$ cat config.mk
export PLATFORM = sky130hd
export DESIGN_NAME = raybox_input_ctrl_flat
export DESIGN_NICKNAME = d
export VERILOG_FILES = /design/src/rtl/raybox_input_ctrl_if.sv /design/src/rtl/raybox_input_ctrl.sv /design/src/flat_wrapper.sv
export SDC_FILE = /design/constraint.sdc
export NUM_CORES = 1
export LEC_CHECK = 0
export ABC_AREA = 1
export BUFFER_PORTS_ARGS = -buffer_cell sky130_fd_sc_hd__clkbuf_2
export CORE_ASPECT_RATIO = 1.75
export CORE_MARGIN = 10
export CORE_UTILIZATION = 42
export DETAILED_ROUTE_END_ITERATION = 8
export HOLD_SLACK_MARGIN = 0.03
export PLACE_DENSITY = 0.7
export SYNTH_ARGS = -nofsm -noshare
export SYNTH_HDL_FRONTEND = slang
export SYNTH_SLANG_ARGS = --single-unit
$ cat constraint.sdc
create_clock -name clk -period 4.01 [get_ports clk]
set_input_delay 0.802 -clock clk [delete_from_list [all_inputs] [get_ports clk]]
set_output_delay 0.802 -clock clk [all_outputs]
set_load 0.01 [all_outputs]
$ cat src/rtl/raybox_input_ctrl_if.sv
`default_nettype none
// ============================================================================
// Module      : raybox_input_ctrl_if
// Description : Signal bundle between the board-side button/timing sources
//               and the raybox input controller.
//               master : drives raw buttons and frame pulse, observes requests
//               slave  : the controller, consumes buttons, drives requests
// Signals     : btn_n[3:0]   raw active-low buttons, [3:0] = K4..K1
//               frame_start  one-cycle frame boundary pulse
//               moveL/R/F/B  registered move requests
//               debugA..D    registered debug requests
//               mode[2:0]    current controller state for LEDs
// Revision    : 1.0  initial release
// ============================================================================
interface raybox_input_ctrl_if;
    logic [3:0] btn_n;
    logic       frame_start;
    logic       moveL;
    logic       moveR;
    logic       moveF;
    logic       moveB;
    logic       debugA;
    logic       debugB;
    logic       debugC;
    logic       debugD;
    logic [2:0] mode;

    modport master (
        output btn_n, frame_start,
        input  moveL, moveR, moveF, moveB,
        input  debugA, debugB, debugC, debugD,
        input  mode
    );

    modport slave (
        input  btn_n, frame_start,
        output moveL, moveR, moveF, moveB,
        output debugA, debugB, debugC, debugD,
        output mode
    );
endinterface
`default_nettype wire

$ cat src/rtl/raybox_input_ctrl.sv
`default_nettype none
// ============================================================================
// Module      : raybox_input_ctrl
// Description : Button front end for the raybox core. Synchronises and
//               debounces the four direction buttons, then a frame-paced
//               state machine turns single presses into moves (after a grace
//               window) and two-button chords into debug modes. All requests
//               change only on frame_start cycles.
// Ports       : clk          design clock
//               reset        synchronous, active-high reset
//               bus (slave)  btn_n, frame_start in; move*/debug*/mode out
// Parameters  : DEBOUNCE_CYCLES  stable cycles required to accept a level (>=2)
//               GRACE_FRAMES     frame boundaries spent in PENDING (>=1)
// Config      : RAYBOX_DEBUG_CHORDS_EN  define to enable chord decoding and
//               the debug outputs; undefined, every combination moves.
// Revision    : 1.0  initial release
// ============================================================================
module raybox_input_ctrl #(
    parameter int DEBOUNCE_CYCLES = 250000,
    parameter int GRACE_FRAMES    = 2
) (
    input  logic                clk,
    input  logic                reset,
    raybox_input_ctrl_if.slave  bus
);

    localparam int CW = $clog2(DEBOUNCE_CYCLES);
    localparam int GW = (GRACE_FRAMES > 1) ? $clog2(GRACE_FRAMES) : 1;
    localparam logic [CW-1:0] C_DB_LAST    = CW'(DEBOUNCE_CYCLES - 1);
    localparam logic [GW-1:0] C_GRACE_LAST = GW'(GRACE_FRAMES - 1);

    typedef enum logic [2:0] {
        ST_IDLE    = 3'd0,
        ST_PENDING = 3'd1,
        ST_MOVE    = 3'd2,
        ST_DEBUG1  = 3'd3,
        ST_DEBUG2  = 3'd4,
        ST_RELEASE = 3'd5
    } state_t;

    // ------------------------------------------------------------------
    // Synchroniser and debounce (levels kept in raw active-low polarity)
    // ------------------------------------------------------------------
    logic [3:0]         sync1_q, sync1_d;
    logic [3:0]         sync2_q, sync2_d;
    logic [3:0]         level_q, level_d;
    logic [3:0][CW-1:0] cnt_q,   cnt_d;

    always_comb begin
        sync1_d = bus.btn_n;
        sync2_d = sync1_q;
        level_d = level_q;
        cnt_d   = '0;
        for (int k = 0; k < 4; k++) begin
            // Counter only runs while the synchronised level disagrees with
            // the accepted level; any agreement restarts the qualification.
            if (sync2_q[k] != level_q[k]) begin
                if (cnt_q[k] == C_DB_LAST) begin
                    level_d[k] = sync2_q[k];
                end else begin
                    cnt_d[k] = cnt_q[k] + 1'b1;
                end
            end
        end
    end

    // Debounced pressed flags: p[0]=K1 .. p[3]=K4
    logic [3:0] p;
    logic       any_p;
    logic       c1;
    logic       c2;

    assign p     = ~level_q;
    assign any_p = |p;

`ifdef RAYBOX_DEBUG_CHORDS_EN
    assign c1 = p[1] & p[2];
    assign c2 = p[0] & p[3];
`else
    assign c1 = 1'b0;
    assign c2 = 1'b0;
`endif

    // ------------------------------------------------------------------
    // Frame-paced state machine
    // ------------------------------------------------------------------
    state_t          state_q, state_d;
    logic [GW-1:0]   grace_q, grace_d;

    always_comb begin
        state_d = state_q;
        grace_d = grace_q;
        if (bus.frame_start) begin
            case (state_q)
                ST_IDLE: begin
                    if (any_p) begin
                        state_d = ST_PENDING;
                        grace_d = '0;
                    end
                end
                ST_PENDING: begin
                    // A second button arriving inside the grace window turns
                    // the press into a chord without ever emitting a move.
                    if (c1)                         state_d = ST_DEBUG1;
                    else if (c2)                    state_d = ST_DEBUG2;
                    else if (!any_p)                state_d = ST_IDLE;
                    else if (grace_q == C_GRACE_LAST) state_d = ST_MOVE;
                    else                            grace_d = grace_q + 1'b1;
                end
                ST_MOVE: begin
                    if (c1)          state_d = ST_DEBUG1;
                    else if (c2)     state_d = ST_DEBUG2;
                    else if (!any_p) state_d = ST_IDLE;
                end
                ST_DEBUG1: begin
                    if (!(p[1] & p[2])) state_d = ST_RELEASE;
                end
                ST_DEBUG2: begin
                    if (!(p[0] & p[3])) state_d = ST_RELEASE;
                end
                ST_RELEASE: begin
                    // Leftover held buttons must not leak into moves.
                    if (!any_p) state_d = ST_IDLE;
                end
                default: state_d = ST_IDLE;
            endcase
        end
    end

    // ------------------------------------------------------------------
    // Output registers, loaded only on frame boundaries
    // move vector = {L, R, F, B}
    // ------------------------------------------------------------------
    logic [3:0] move_q, move_d;

    always_comb begin
        move_d = move_q;
        if (bus.frame_start) begin
            move_d = (state_d == ST_MOVE) ? {p[2], p[1], p[3], p[0]} : 4'b0000;
        end
    end

`ifdef RAYBOX_DEBUG_CHORDS_EN
    // debug vector = {A, B, C, D}
    logic [3:0] dbg_q, dbg_d;

    always_comb begin
        dbg_d = dbg_q;
        if (bus.frame_start) begin
            case (state_d)
                ST_DEBUG1: dbg_d = {p[3], p[0], 2'b00};
                ST_DEBUG2: dbg_d = {2'b00, p[1], p[2]};
                default:   dbg_d = 4'b0000;
            endcase
        end
    end

    always_ff @(posedge clk) begin
        if (reset) dbg_q <= 4'b0000;
        else       dbg_q <= dbg_d;
    end

    assign bus.debugA = dbg_q[3];
    assign bus.debugB = dbg_q[2];
    assign bus.debugC = dbg_q[1];
    assign bus.debugD = dbg_q[0];
`else
    assign bus.debugA = 1'b0;
    assign bus.debugB = 1'b0;
    assign bus.debugC = 1'b0;
    assign bus.debugD = 1'b0;
`endif

    // ------------------------------------------------------------------
    // State registers
    // ------------------------------------------------------------------
    always_ff @(posedge clk) begin
        if (reset) begin
            sync1_q <= 4'hF;
            sync2_q <= 4'hF;
            level_q <= 4'hF;
            cnt_q   <= '0;
            state_q <= ST_IDLE;
            grace_q <= '0;
            move_q  <= 4'b0000;
        end else begin
            sync1_q <= sync1_d;
            sync2_q <= sync2_d;
            level_q <= level_d;
            cnt_q   <= cnt_d;
            state_q <= state_d;
            grace_q <= grace_d;
            move_q  <= move_d;
        end
    end

    assign bus.moveL = move_q[3];
    assign bus.moveR = move_q[2];
    assign bus.moveF = move_q[1];
    assign bus.moveB = move_q[0];
    assign bus.mode  = state_q;

endmodule
`default_nettype wire

$ cat src/flat_wrapper.sv
// flat-port wrapper written by rule: the top's interface ports become plain ports
module raybox_input_ctrl_flat 
#(
    parameter int DEBOUNCE_CYCLES = 250000,
    parameter int GRACE_FRAMES    = 2
)
  (clk, reset, bus_btn_n, bus_frame_start, bus_moveL, bus_moveR, bus_moveF, bus_moveB, bus_debugA, bus_debugB, bus_debugC, bus_debugD, bus_mode);
  raybox_input_ctrl_if bus_i ();
  input  logic clk;
  input  logic reset;
  input wire logic [$bits(bus_i.btn_n)-1:0] bus_btn_n;
  input wire logic [$bits(bus_i.frame_start)-1:0] bus_frame_start;
  output wire logic [$bits(bus_i.moveL)-1:0] bus_moveL;
  output wire logic [$bits(bus_i.moveR)-1:0] bus_moveR;
  output wire logic [$bits(bus_i.moveF)-1:0] bus_moveF;
  output wire logic [$bits(bus_i.moveB)-1:0] bus_moveB;
  output wire logic [$bits(bus_i.debugA)-1:0] bus_debugA;
  output wire logic [$bits(bus_i.debugB)-1:0] bus_debugB;
  output wire logic [$bits(bus_i.debugC)-1:0] bus_debugC;
  output wire logic [$bits(bus_i.debugD)-1:0] bus_debugD;
  output wire logic [$bits(bus_i.mode)-1:0] bus_mode;
  assign bus_i.btn_n = bus_btn_n;
  assign bus_i.frame_start = bus_frame_start;
  assign bus_moveL = bus_i.moveL;
  assign bus_moveR = bus_i.moveR;
  assign bus_moveF = bus_i.moveF;
  assign bus_moveB = bus_i.moveB;
  assign bus_debugA = bus_i.debugA;
  assign bus_debugB = bus_i.debugB;
  assign bus_debugC = bus_i.debugC;
  assign bus_debugD = bus_i.debugD;
  assign bus_mode = bus_i.mode;
  raybox_input_ctrl #(.DEBOUNCE_CYCLES(DEBOUNCE_CYCLES), .GRACE_FRAMES(GRACE_FRAMES)) u_core (.clk(clk), .reset(reset), .bus(bus_i));
endmodule
==> summary.txt <==
initial antenna violation count - 0
Hold Crit Endpoint - u_core.sync2_q[0]
CTS tree - yes
Layout area overhead - 10.62%
CP endpoint kind - flip-flop
total internal power - 0.001427 W
row count - 48
DRT Pass-1 Iters - 5
Reg power frac - 51.2%
CP Depth - 7
Max Fanout on Critical Path - 17
DRC - 0
post-synth top area share - 43.31%
Antenna Violating Nets Remaining - 0
share of layout cells above drive strength 1 - 12.04%
final non-filler cell total - 723
crit path kind - flip-flop to flip-flop
chip height - 153.1 microns
WP data required - 4240 ps
reg-to-reg startpoint - u_core.cnt_q[36]
hold path start - u_core.sync1_q[0]
largest family of logic cells by synthesized area - simple AND/OR/NAND/NOR gates
total of max-cap violations - 0
Post-DP HPWL - 6.117 mm
clk slew on worst S/H paths - 70 ps
Max clock buf depth - 2
Worst path max stage delay - 430 ps
I/O Buffers - 13
drt wl/cell - 11.28 microns
H-tree Lvls - 3
endpoints failing setup - 0
Post-synth EDFFs - 0
Post-Syn Area - 4253 sq um
root cell of the clock tree - clkbuf_16
path depth of the worst reg2reg path - 7
GPL Wtd Cong - 0.9080
number of nets in the layout - 604
Final Skew - 9.115 ps
Worst path top cell family by delay - simple AND/OR/NAND/NOR gates
DIE WIDTH - 96.07 microns
first-pass GRT wire length - 14.40 mm
RSZ-0062 raised after global routing - false
hold path cells - 1
Worst EP arrival - 2160 ps
GRT Total Usage - 11.87%
vias - 3605
Hold Crit Class - flip-flop to flip-flop
YS warnings - 0
Yosys top cell by area - dfxtp_1
Post-Route Setup TNS - 0 ps
Fillers - 989
TritonCTS Buffers - 9
mux contribution to synthesized area - 0%
adder-cell share of the synthesized area - 1.177%
antenna cells - 0
Yosys cell types - 38
sequential share of the synthesized area - 43.31%
die footprint - 14710 sq um
crit share post-route - 48.16%
via/cell ratio - 4.986
# clock sinks - 92
I/O pin count - 18
FF-to-FF End - u_core.cnt_q[53]
top cells by count, synth - nand2_1 (113), dfxtp_1 (92), nor2_1 (77)
status - complete, no violations
Lkg Pwr - 1.646 nW
largest net degree at the start of global routing - 20
post-CTS sizing - 0
post-synthesis compound-gate area fraction - 7.414%
Comb power frac - 1.3%
syn avg cell area - 7.371 sq um
sw frac - 20.66%
worst-skew pair later-pin latency - 350 ps
pwr dens - 382.3 nW/um^2
Tmin final - 1931 ps
Slew Limit Fails - 0
Reg2Reg Setup Slack - 2080 ps
DRT iter0 DRCs - 201
crit path buf inv count - 0
Syn Inst Count - 577
Main synth FF type - dfxtp_1
Slew headroom - 62.34%
clock share of power - 47.4%
setup bufs post-CTS - 0
GR Overflow Total - 0
Worst Max-Slew Pin Slew - 563.6 ps
top cells by area, synth - dfxtp_1 (43%), nand2_1 (10%), nor2_1 (6.8%)
Post-Synth XOR/XNOR Area - 3.913%
flops & latches, synth - 92
Switch Pwr - 0.0003716 W
initial core utilization - 42.92%
slowest CP cell - dfxtp_1
dpl cells - 707
Post-CTS Hold Buffers - 0
final hold violation count - 0
CP cell instances - ha_1, nand3_2, or2_1, nor4_2, nand2_1, nand2_2, nor3b_1
Core Footprint - 9910 sq um
Worst VDD drop - 0.2793 mV
Async SR Flop Fraction - 0%
max frequency - 517.9 MHz
most frequent cell after synthesis - nand2_1
Routed Wire Length - 8.155 mm
vias in the first global route - 3502
Synth Area in Simple Gates - 35.57%
Startpoint Class - flip-flop
==> sequential cells by signal, indices dropped and copies added (netlist names) <==
name,flops
u_core.move_q,4
u_core.cnt_q,72
u_core.bus.mode,3
u_core.sync2_q,4
u_core.sync1_q,4
u_core.level_q,4
u_core.grace_q,1
==> cell usage in the layout, fill, tap and decap left out, types with 3 or more instances in the layout <==
cell type,netlist,routed
clkbuf_2,0,13
inv_1,72,72
nor3_2,5,5
nor2_1,77,77
nor3_1,26,26
dfxtp_1,92,92
nor3b_1,11,11
xor2_1,11,11
clkbuf_16,0,9
nand4_1,8,8
xnor2_1,8,8
nand2_2,3,3
clkinvlp_4,0,3
a31oi_1,3,3
o21ai_0,12,12
a21oi_1,39,39
ha_1,4,4
nor4_1,5,5
nor2_2,12,12
nand3_1,32,32
a21oi_2,3,3
nand2_1,113,113
or2_2,13,13
conb_1,1,4
==> metal layers <==
metal / routed length, microns / track usage (%)
met5: 0 / 0
met4: 223 / 6.422
met3: 286 / 2.697
met2: 4271 / 20.57
met1: 3373 / 12.62
==> metrics by stage <==
step | worst slack (ps) | instance area, sq um | hold slack (ps) | util, % | power, W
CTS | 2065 | 4705 | 413.3 | 47.47 | 0.001818
global placement | 1809 | 4400 | 391.5 | 44.41 | 0.0009653
detailed placement | 1754 | 4400 | 398.8 | 44.41 | 0.0009660
floorplan | 2189 | 4264 | 389.5 | - | 0.0009636
finish | 2079 | 4705 | 410.5 | 47.47 | 0.001798
global route | 1891 | 4705 | 429.5 | 47.47 | 0.001854
==> worst max path at each step <==
stage,from,end,slack [ps]
2_1_floorplan,reset,u_core.cnt_q[7],2190
3_3_place_gp,reset,u_core.cnt_q[65],1810
3_5_place_dp,reset,u_core.cnt_q[65],1750
4_1_cts,u_core.cnt_q[36],u_core.cnt_q[50],2060
5_1_grt,reset,u_core.cnt_q[2],1890
6_report,u_core.cnt_q[36],u_core.cnt_q[53],2080
==> area by class of cell <==
| type | instances | area, sq um | area share, % |
|---|---|---|---|
| inverter | 74 | 277.8 | 5.904 |
| clock inverter | 5 | 61.31 | 1.303 |
| tap | 125 | 156.4 | 3.324 |
| multi-input combinational | 403 | 2059 | 43.78 |
| sequential | 92 | 1842 | 39.15 |
| clock buffer | 11 | 242.7 | 5.160 |
| timing repair buffer | 13 | 65.06 | 1.383 |
==> power groups by stage <==
stage / sequential [W] / combinational, W / clock (W)
detailed placement: 0.000942 / 0.0000243 / 0
CTS: 0.000921 / 0.0000244 / 0.000873
floorplan: 0.000941 / 0.0000225 / 0
global placement: 0.000942 / 0.0000237 / 0
global route: 0.000921 / 0.0000280 / 0.000905
finish: 0.000921 / 0.0000240 / 0.000853
==> cells by family after synthesis <==
| kind of cell | Yosys count |
|---|---|
| adders and majority gates | 4 |
| and+or+nand+nor | 317 |
| buffers and inverters | 85 |
| AOI/OAI and AO/OA | 59 |
| xor gates and xnor gates | 19 |
| DFF | 92 |
| other | 1 |
Note: power is estimated with default switching activity, not from simulation.
